## src/rtl/noc_pkg.sv

```systemverilog
`default_nettype none
// ============================================================================
// noc_pkg : flit/header encodings shared by the network interface and router
// Rev 1.0 : initial release
// ============================================================================
package noc_pkg;

  localparam int FLIT_W    = 74;
  localparam int PAYLOAD_W = 72;

  typedef enum logic [1:0] {
    FLIT_BODY      = 2'b00,
    FLIT_HEAD      = 2'b01,
    FLIT_TAIL      = 2'b10,
    FLIT_HEAD_TAIL = 2'b11
  } flit_type_e;

  typedef enum logic [1:0] {
    KIND_WRITE = 2'b01,
    KIND_READ  = 2'b10
  } kind_e;

  localparam int HDR_KIND_LSB  = 70;
  localparam int HDR_SRC_LSB   = 68;
  localparam int HDR_DEST_LSB  = 66;
  localparam int HDR_LEN_LSB   = 58;
  localparam int HDR_SIZE_LSB  = 55;
  localparam int HDR_BURST_LSB = 53;
  localparam int HDR_ADDR_LSB  = 0;

  typedef enum logic [1:0] {
    ST_IDLE    = 2'd0,
    ST_RD_HDR  = 2'd1,
    ST_WR_HDR  = 2'd2,
    ST_WR_DATA = 2'd3
  } pkt_state_e;

  function automatic logic [PAYLOAD_W-1:0] make_header(
    input kind_e       kind,
    input logic [1:0]  src,
    input logic [1:0]  dest,
    input logic [7:0]  len,
    input logic [2:0]  size,
    input logic [1:0]  burst,
    input logic [31:0] addr
  );
    logic [PAYLOAD_W-1:0] h;
    h = '0;
    h[HDR_KIND_LSB  +: 2]  = kind;
    h[HDR_SRC_LSB   +: 2]  = src;
    h[HDR_DEST_LSB  +: 2]  = dest;
    h[HDR_LEN_LSB   +: 8]  = len;
    h[HDR_SIZE_LSB  +: 3]  = size;
    h[HDR_BURST_LSB +: 2]  = burst;
    h[HDR_ADDR_LSB  +: 32] = addr;
    return h;
  endfunction

endpackage
`default_nettype wire

```

## src/rtl/noc_ni_packetizer_if.sv

```systemverilog
`default_nettype none
// ============================================================================
// noc_ni_packetizer_if : AXI write/read request channels plus flit output
// Rev 1.0 : initial release
// ============================================================================
interface noc_ni_packetizer_if;

  logic                       s_awvalid;
  logic                       s_awready;
  logic [31:0]                s_awaddr;
  logic [7:0]                 s_awlen;
  logic [2:0]                 s_awsize;
  logic [1:0]                 s_awburst;

  logic                       s_wvalid;
  logic                       s_wready;
  logic [63:0]                s_wdata;
  logic [7:0]                 s_wstrb;
  logic                       s_wlast;

  logic                       s_arvalid;
  logic                       s_arready;
  logic [31:0]                s_araddr;
  logic [7:0]                 s_arlen;
  logic [2:0]                 s_arsize;
  logic [1:0]                 s_arburst;

  logic                       flit_valid;
  logic                       flit_ready;
  logic [noc_pkg::FLIT_W-1:0] flit_data;

  modport slave (
    input  s_awvalid, s_awaddr, s_awlen, s_awsize, s_awburst,
    output s_awready,
    input  s_wvalid, s_wdata, s_wstrb, s_wlast,
    output s_wready,
    input  s_arvalid, s_araddr, s_arlen, s_arsize, s_arburst,
    output s_arready,
    output flit_valid, flit_data,
    input  flit_ready
  );

  modport master (
    output s_awvalid, s_awaddr, s_awlen, s_awsize, s_awburst,
    input  s_awready,
    output s_wvalid, s_wdata, s_wstrb, s_wlast,
    input  s_wready,
    output s_arvalid, s_araddr, s_arlen, s_arsize, s_arburst,
    input  s_arready,
    input  flit_valid, flit_data,
    output flit_ready
  );

endinterface
`default_nettype wire

```

## src/rtl/noc_rr_arb2.sv

```systemverilog
`default_nettype none
// ============================================================================
// noc_rr_arb2 : two-requester round-robin arbiter, requester 0 favoured first
// Rev 1.0 : initial release
// ============================================================================
module noc_rr_arb2 (
  input  logic       clk,
  input  logic       rst,
  input  logic       enable,
  input  logic [1:0] req,
  output logic [1:0] grant
);

  // r_prio = 0 favours req[0]; flips after every grant
  logic r_prio;

  always_comb begin
    grant = 2'b00;
    if (enable) begin
      if (req[0] && (!req[1] || !r_prio)) begin
        grant = 2'b01;
      end else if (req[1]) begin
        grant = 2'b10;
      end
    end
  end

  always_ff @(posedge clk) begin
    if (rst) begin
      r_prio <= 1'b0;
    end else if (|grant) begin
      r_prio <= ~r_prio;
    end
  end

endmodule
`default_nettype wire

```

## src/rtl/noc_ni_packetizer.sv

```systemverilog
`default_nettype none
// ============================================================================
// noc_ni_packetizer : turns AXI write/read requests into HEAD/BODY/TAIL flits
// Rev 1.0 : initial release
// ============================================================================
module noc_ni_packetizer
  import noc_pkg::*;
#(
  parameter int unsigned PORTS  = 3,
  parameter logic [1:0]  SRC_ID = 2'd0
) (
  input  logic                clk,
  input  logic                rst,
  noc_ni_packetizer_if.slave  bus,
  output logic                err_wlast,
  output logic                err_dest
);

  pkt_state_e           r_state;
  logic [PAYLOAD_W-1:0] r_hdr;
  logic [7:0]           r_len;
  logic [7:0]           r_beat;

  logic [1:0]  w_grant;
  logic        w_idle;
  logic        w_last_beat;
  logic        w_beat_fire;
  kind_e       w_kind;
  logic [31:0] w_addr;
  logic [7:0]  w_len;
  logic [2:0]  w_size;
  logic [1:0]  w_burst;
  logic [1:0]  w_dest_raw;
  logic [1:0]  w_dest;
  logic        w_dest_bad;

  assign w_idle = (r_state == ST_IDLE) && !rst;

  noc_rr_arb2 u_arb (
    .clk    (clk),
    .rst    (rst),
    .enable (w_idle),
    .req    ({bus.s_arvalid, bus.s_awvalid}),
    .grant  (w_grant)
  );

  assign bus.s_awready = w_grant[0];
  assign bus.s_arready = w_grant[1];

  always_comb begin
    if (w_grant[0]) begin
      w_kind  = KIND_WRITE;
      w_addr  = bus.s_awaddr;
      w_len   = bus.s_awlen;
      w_size  = bus.s_awsize;
      w_burst = bus.s_awburst;
    end else begin
      w_kind  = KIND_READ;
      w_addr  = bus.s_araddr;
      w_len   = bus.s_arlen;
      w_size  = bus.s_arsize;
      w_burst = bus.s_arburst;
    end
  end

  // Out-of-range destinations are steered to endpoint 0 and flagged
  assign w_dest_raw = w_addr[29:28];
  assign w_dest_bad = ({30'd0, w_dest_raw} >= 32'(PORTS));
  assign w_dest     = w_dest_bad ? 2'd0 : w_dest_raw;

  assign w_last_beat  = (r_beat == r_len);
  assign bus.s_wready = (r_state == ST_WR_DATA) && bus.flit_ready && !rst;
  assign w_beat_fire  = bus.s_wready && bus.s_wvalid;

  always_comb begin
    bus.flit_valid = 1'b0;
    bus.flit_data  = '0;
    if (!rst) begin
      case (r_state)
        ST_RD_HDR: begin
          bus.flit_valid = 1'b1;
          bus.flit_data  = {FLIT_HEAD_TAIL, r_hdr};
        end
        ST_WR_HDR: begin
          bus.flit_valid = 1'b1;
          bus.flit_data  = {FLIT_HEAD, r_hdr};
        end
        ST_WR_DATA: begin
          bus.flit_valid = bus.s_wvalid;
          bus.flit_data  = {(w_last_beat ? FLIT_TAIL : FLIT_BODY), bus.s_wstrb, bus.s_wdata};
        end
        default: begin
          bus.flit_valid = 1'b0;
        end
      endcase
    end
  end

  always_ff @(posedge clk) begin
    if (rst) begin
      r_state   <= ST_IDLE;
      r_hdr     <= '0;
      r_len     <= '0;
      r_beat    <= '0;
      err_wlast <= 1'b0;
      err_dest  <= 1'b0;
    end else begin
      case (r_state)
        ST_IDLE: begin
          if (|w_grant) begin
            r_hdr   <= make_header(w_kind, SRC_ID, w_dest, w_len, w_size, w_burst, w_addr);
            r_len   <= w_len;
            r_state <= w_grant[0] ? ST_WR_HDR : ST_RD_HDR;
            if (w_dest_bad) begin
              err_dest <= 1'b1;
            end
          end
        end
        ST_RD_HDR: begin
          if (bus.flit_ready) begin
            r_state <= ST_IDLE;
          end
        end
        ST_WR_HDR: begin
          if (bus.flit_ready) begin
            r_state <= ST_WR_DATA;
            r_beat  <= '0;
          end
        end
        ST_WR_DATA: begin
          // Beat count ends the packet; s_wlast is only cross-checked
          if (w_beat_fire) begin
            if (bus.s_wlast != w_last_beat) begin
              err_wlast <= 1'b1;
            end
            if (w_last_beat) begin
              r_state <= ST_IDLE;
            end else begin
              r_beat <= r_beat + 8'd1;
            end
          end
        end
        default: begin
          r_state <= ST_IDLE;
        end
      endcase
    end
  end

endmodule
`default_nettype wire

```

## src/flat_wrapper.sv

```systemverilog
// flat-port wrapper written by rule: the top's interface ports become plain ports
module noc_ni_packetizer_flat import noc_pkg::*;
#(
  parameter int unsigned PORTS  = 3,
  parameter logic [1:0]  SRC_ID = 2'd0
)
  (clk, rst, err_wlast, err_dest, bus_s_awvalid, bus_s_awaddr, bus_s_awlen, bus_s_awsize, bus_s_awburst, bus_s_awready, bus_s_wvalid, bus_s_wdata, bus_s_wstrb, bus_s_wlast, bus_s_wready, bus_s_arvalid, bus_s_araddr, bus_s_arlen, bus_s_arsize, bus_s_arburst, bus_s_arready, bus_flit_valid, bus_flit_data, bus_flit_ready);
  noc_ni_packetizer_if bus_i ();
  input  logic clk;
  input  logic rst;
  output logic err_wlast;
  output logic err_dest;
  input wire logic [$bits(bus_i.s_awvalid)-1:0] bus_s_awvalid;
  input wire logic [$bits(bus_i.s_awaddr)-1:0] bus_s_awaddr;
  input wire logic [$bits(bus_i.s_awlen)-1:0] bus_s_awlen;
  input wire logic [$bits(bus_i.s_awsize)-1:0] bus_s_awsize;
  input wire logic [$bits(bus_i.s_awburst)-1:0] bus_s_awburst;
  output wire logic [$bits(bus_i.s_awready)-1:0] bus_s_awready;
  input wire logic [$bits(bus_i.s_wvalid)-1:0] bus_s_wvalid;
  input wire logic [$bits(bus_i.s_wdata)-1:0] bus_s_wdata;
  input wire logic [$bits(bus_i.s_wstrb)-1:0] bus_s_wstrb;
  input wire logic [$bits(bus_i.s_wlast)-1:0] bus_s_wlast;
  output wire logic [$bits(bus_i.s_wready)-1:0] bus_s_wready;
  input wire logic [$bits(bus_i.s_arvalid)-1:0] bus_s_arvalid;
  input wire logic [$bits(bus_i.s_araddr)-1:0] bus_s_araddr;
  input wire logic [$bits(bus_i.s_arlen)-1:0] bus_s_arlen;
  input wire logic [$bits(bus_i.s_arsize)-1:0] bus_s_arsize;
  input wire logic [$bits(bus_i.s_arburst)-1:0] bus_s_arburst;
  output wire logic [$bits(bus_i.s_arready)-1:0] bus_s_arready;
  output wire logic [$bits(bus_i.flit_valid)-1:0] bus_flit_valid;
  output wire logic [$bits(bus_i.flit_data)-1:0] bus_flit_data;
  input wire logic [$bits(bus_i.flit_ready)-1:0] bus_flit_ready;
  assign bus_i.s_awvalid = bus_s_awvalid;
  assign bus_i.s_awaddr = bus_s_awaddr;
  assign bus_i.s_awlen = bus_s_awlen;
  assign bus_i.s_awsize = bus_s_awsize;
  assign bus_i.s_awburst = bus_s_awburst;
  assign bus_s_awready = bus_i.s_awready;
  assign bus_i.s_wvalid = bus_s_wvalid;
  assign bus_i.s_wdata = bus_s_wdata;
  assign bus_i.s_wstrb = bus_s_wstrb;
  assign bus_i.s_wlast = bus_s_wlast;
  assign bus_s_wready = bus_i.s_wready;
  assign bus_i.s_arvalid = bus_s_arvalid;
  assign bus_i.s_araddr = bus_s_araddr;
  assign bus_i.s_arlen = bus_s_arlen;
  assign bus_i.s_arsize = bus_s_arsize;
  assign bus_i.s_arburst = bus_s_arburst;
  assign bus_s_arready = bus_i.s_arready;
  assign bus_flit_valid = bus_i.flit_valid;
  assign bus_flit_data = bus_i.flit_data;
  assign bus_i.flit_ready = bus_flit_ready;
  noc_ni_packetizer #(.PORTS(PORTS), .SRC_ID(SRC_ID)) u_core (.clk(clk), .rst(rst), .bus(bus_i), .err_wlast(err_wlast), .err_dest(err_dest));
endmodule
```

## config.mk

```make
export PLATFORM = sky130hd
export DESIGN_NAME = noc_ni_packetizer_flat
export DESIGN_NICKNAME = d
export VERILOG_FILES = /design/src/rtl/noc_pkg.sv /design/src/rtl/noc_ni_packetizer_if.sv /design/src/rtl/noc_rr_arb2.sv /design/src/rtl/noc_ni_packetizer.sv /design/src/flat_wrapper.sv
export SDC_FILE = /design/constraint.sdc
export NUM_CORES = 1
export LEC_CHECK = 0
export CAP_MARGIN = 20
export CORE_AREA = 3 3 106 108
export CTS_BUF_LIST = sky130_fd_sc_hd__clkbuf_8
export CTS_CLUSTER_DIAMETER = 200
export DETAILED_ROUTE_END_ITERATION = 10
export DIE_AREA = 0 0 109 111
export PLACE_DENSITY = 0.9
export SYNTH_ARGS = -nofsm -noshare
export SYNTH_HDL_FRONTEND = slang
export SYNTH_SLANG_ARGS = --single-unit
```

## constraint.sdc

```tcl
create_clock -name clk -period 5.89 [get_ports clk]
set_input_delay 1.4725 -clock clk [delete_from_list [all_inputs] [get_ports clk]]
set_output_delay 1.4725 -clock clk [all_outputs]
set_load 0.1 [all_outputs]
```

# == Word level (Yosys, flattened, before mapping) ==
# Cells that the tools add are included.
# totals
wordCells,64
out_inout_bits,80
regBits,70
inputBits,169
# op_classes
bitwise_logic,1
order_cmp,1
eq_ne,11
n_mux,25
n_reduce_logical,18
n_addsub,1
# ops
op,count
$pmux 74 s3,1
$mux 74,1
$mux 32,1
$mux 8,4
$mux 2,13
$pmux 8 s2,1
$add 8x1->8 const B,1
$eq 8x8->1,1
$ne 2x2->1 const B,4
$pmux 2 s4,1
$reduce_and 3->1,2
$logic_and 1x1->1,5
$reduce_and 5->1,1
$eq 2x2->1 const B,2
$ne 2x1->1 const B,2
$reduce_and 4->1,1
$reduce_or 2->1,2
$logic_not 1->1,3
$mux 3,1
$eq 2x1->1 const B,1
$ge 2x2->1 const B,1
$logic_not 2->1,1
$pmux 1 s2,1
$reduce_and 2->1,1
other kinds (5),5

# == Longest topological paths before layout ==
# depth
ltp_word,8
ltp_mapped,8
ltp_nobuf,8

# == By module ==
# From an unflattened synthesis, not the netlist that was laid out.
# hier_totals
hier_cells,476
hier_area_um2,3842.4
# by_module_without_submodules
mod,area_each_um2,cells_per_inst,instances,seq_area_each_um2
noc_ni_packetizer,3769.9,466,1,1221.2
noc_rr_arb2,72.6,10,1,20.0

# == Least setup slack after synthesis ==
# OpenSTA, ideal clock, no wires.
# synth_timing
path_type,input -> output
startpoint,input rst
endpoint,output bus_flit_data[27]
path_buffers,3
t_required_ns,4.418
stages,5
arrival_time_ns,3.519
slack_ns,0.899
path_cell_list,clkbuf_1 -> or2_1 -> buf_2 -> buf_1 -> nor2_1
# synth_between
elab_chain_len,1
# synth_rtl
element,line_no,text
"start, declared",flat_wrapper.sv:10,input logic rst;
$mux 74,noc_ni_packetizer.sv:78,if (!rst) begin
"end, declared",flat_wrapper.sv:31,output wire logic [$bits(bus_i.flit_data)-1:0] bus_flit_data;
# No other way between the ends.

# == Worst setup path in the final report ==
# layout_timing
startpoint,input rst
endpoint,output bus_flit_data[55]
# The elaborated chain is that of the path after synthesis.

==> results.md <==
- Status: completed
- Max VDD drop: 0.000143 V
- Class of the most critical setup path: primary input to output pin
- CP arrival: 3.52 ns
- Delay-heaviest family, CP: simple AND/OR/NAND/NOR gates
- Area leader, netlist: dfxtp_1
- Met1 WL: ~5.4 mm
- Final worst slack: 0.895 ns
- Clock Latency Late Sink: 0.34 ns
- Synth Cell Area: approximately 3600 um^2
- # clock sinks: 62
- Hold Path Class: register to register
- Hold EP: u_core.err_dest$_SDFFE_PP0P_
- Final Setup Violations: 0
- Pleak: 2.59 nW
- Synth Flop Type: dfxtp_1
- Overall Power: 1.62 mW
- PwrDens: between 200 and 250 nW/um^2
- CP Buf/Inv Count: 3
- HPWL Detailed: 11.5 mm
- Post-synth cell types: between 40 and 50
- Register bit total from synthesis: between 60 and 70
- Pint: 0.991 mW
- Final Util: between 60% and 70%
- Max-slew violation count: 0
- Commonest non-fill, non-tap cell in the layout: clkdlybuf4s50_1
- Clock transition at path regs: around 0.07 ns
- Initial antenna violation count: 0
- Gate power share: 42.3%
- IO buf count: about 250
- Number of max-cap violations: 0
- Share of the synthesized area in the top cell type: 34.5%
- Max incr delay on CP: approximately 0.84 ns
- Iter 0 DRT Violations: around 280
- Post-CTS Setup Bufs: 0
- Yosys synthesis warning count: 0
- Post-synth ARST share: 0%
- CP Launch Type: primary input
- DRC errors left: 0
- Slowest stage cell, crit path: or2_2
- Die Y: about 110 um
- Antenna viol nets, final: 0
- TritonRoute pass-1 iters: 5
- Worst r2r src: u_core.r_state[0]$_SDFFE_PP0P_
- Core ar.: slightly above 10000 um^2
- Vias in the first global route: around 4900
- Layout Nets: 867
- CTS tree: built
- Number of synthesized flops with an enable pin: 0
- Row cnt: 37
- Critical path, cell by cell: clkdlybuf4s50_1 -> buf_4 -> or2_2 -> nor2_1 -> buf_12
- Clock group share of total power: around 23%
- Max_slew headroom: between 20 and 30%
- Met2 wire len: 7.71 mm
- Max Fclk: 0.200 GHz
- Crit Path Max Fanout: between 40 and 50
- H-tree depth: 3
- GR Util All Layers: around a quarter
- Met3 routed WL: 1.77 mm
- Vias: between 4000 and 5000
- Most frequent cells in the layout: 170 x clkdlybuf4s50_1, 138 x nor2_1, 75 x buf_12, 62 x dfxtp_1, 47 x a22oi_1
- Routability cong.: roughly 0.94
- Reg-to-reg endpoint: u_core.r_state[0]$_SDFFE_PP0P_
- Grt total ovfl: 0
- Largest net degree at the start of global routing: 60
- Hold path cells: 2
- Setup tns final: 0 ns
- Fillers: about 730
- Initial Utilization: a little over a third
- Area grow syn2layout: 97.2%
- I/O pin total: 249
- Sw power: between 0.6 and 0.7 mW
- Reg2Reg Depth: 7
- Tmin final: 4.99 ns
- Clk buf depth: 2
- Worst Path Required: between 4 and 5 ns
- Largest cells by area after synthesis: dfxtp_1 35%, nor2_1 14%, o221ai_1 10%
- DR vias/cell: 5.52
- Clk root buf: clkbuf_8
- Sequential fraction of design power: 34.5%
- Beginning of the worst hold path: u_core.err_dest$_SDFFE_PP0P_
- Post-Syn Nets: roughly 640
- Critical path endpoint category: output pin
- Period Utilization, post-route: 84.8%
- Final WL: between 15 and 20 mm
- Register area share after synthesis: between 30% and 40%
- Die width: 109 um
- Worst-Margin Slew: around 1.1 ns
- Top sig layer: met4
- Final Hold Viols: 0
- Switching Share: between 30 and 40%
- RSZ-0062 raised after global routing: no
- Antenna diode count: 0
- Share of layout cells above drive strength 1: approximately 16%
- Resized Gates After CTS: 0
- CTS buffer count: 9
- Hold slack final: between 0.4 and 0.5 ns
- Worst clock skew: between 0.01 and 0.015 ns
- Reg2Reg Setup Slack: approximately 3.3 ns
- Hold Buf Count CTS: 0
- First-pass GRT wire length: ~24 mm
- Pre-CTS WS: slightly above 0.7 ns
- Cells after synthesis: around 470
- WL/cell: roughly 18 um
- Avg Cell Area, Syn: 7.70 um^2
- Die area: approximately 12000 um^2
-- cells in the mapped netlist, types with 2 or more instances --
cell	instances
or3_1	2
nand2_1	12
and3_1	2
buf_1	10
mux2i_1	3
inv_1	8
dfxtp_1	62
nand4_1	2
o31ai_1	3
nand3_4	2
a31o_2	2
or2_1	2
o31a_1	2
a22oi_1	47
a21o_1	2
a222oi_1	2
nor2b_1	4
nor2_1	138
or4_1	4
o21ai_1	4
nand3_1	9
o221ai_1	41
xnor2_1	10
a21oi_1	8
and2_1	26
a32o_1	3
buf_2	4
ha_1	6
clkbuf_1	26
a31oi_1	2
-- worst max-delay path by stage --
stage / startpoint / to / cells past startpoint
2_1_floorplan: rst / bus_flit_data[27] / 5
4_1_cts: rst / bus_flit_data[49] / 5
3_3_place_gp: rst / bus_flit_data[37] / 5
5_1_grt: rst / bus_flit_data[55] / 5
3_5_place_dp: rst / bus_flit_data[49] / 5
6_report: rst / bus_flit_data[55] / 5
-- sequential cells by signal, summed over array words and instances, names as in the netlist --
name	flops
u_core.r_beat	8
u_core.r_len	7
u_core.r_hdr	42
u_core.r_state	2
u_core.err_dest	1
u_core.u_arb.r_prio	1
u_core.err_wlast	1
-- layer usage --
metal / vias to the layer above / GRT usage, %
li1: 2137 / -
met1: 2135 / 25.2
met2: 275 / 44.3
met3: 49 / 9.09
met4: 0 / 12.3
met5: - / 0
-- per-stage QoR --
stage,instances,area (um^2)
finish,833,7090
floorplan,467,3600
global route,833,7090
detailed placement,816,6880
global placement,816,6880
CTS,832,7080
-- cells by family (layout without fill, tap and decap cells) --
| family | after synthesis | after routing | synth area share (%) |
|---|---|---|---|
| AO/OA/AOI/OAI | 126 | 126 | 27.6 |
| adder cells (fa/ha/maj) | 6 | 6 | 2.09 |
| multiplexers | 4 | 4 | 1.25 |
| flip-flops | 62 | 62 | 34.5 |
| buffers and inverters | 49 | 279 | 5.25 |
| AND/OR/NAND/NOR | 210 | 210 | 26.9 |
| XOR/XNOR | 10 | 10 | 2.44 |
-- worst register-to-register path, cell delays in order (launching register included) --
cell and delay (ns):
dfxtp_1 0.40, inv_1 0.12, ha_1 0.25, or2_2 0.69, nor2b_1 0.30, o32a_1 0.21
or4_1 0.48, o31ai_1 0.09
-- cell type report --
type                            count  area, um^2  share of cell area (%)
Multi-Input combinational cell    356        2170                    30.7
Clock inverter                      5        50.0                   0.706
Clock buffer                       11         151                    2.13
Inverter                            9        33.8                   0.476
Timing Repair Buffer              254        3270                    46.1
Sequential cell                    62        1240                    17.5
Tap cell                          136         170                    2.40
-- power by group through the flow --
stage / clock [mW] / combinational, mW / sequential, mW
after floorplan: 0 / 0.425 / 0.550
after global placement: 0 / 0.663 / 0.561
after detailed placement: 0 / 0.683 / 0.566
after CTS: 0.386 / 0.684 / 0.557
after global routing: 0.409 / 0.736 / 0.567
final: 0.377 / 0.687 / 0.559
(Power assumes the default switching activity.)
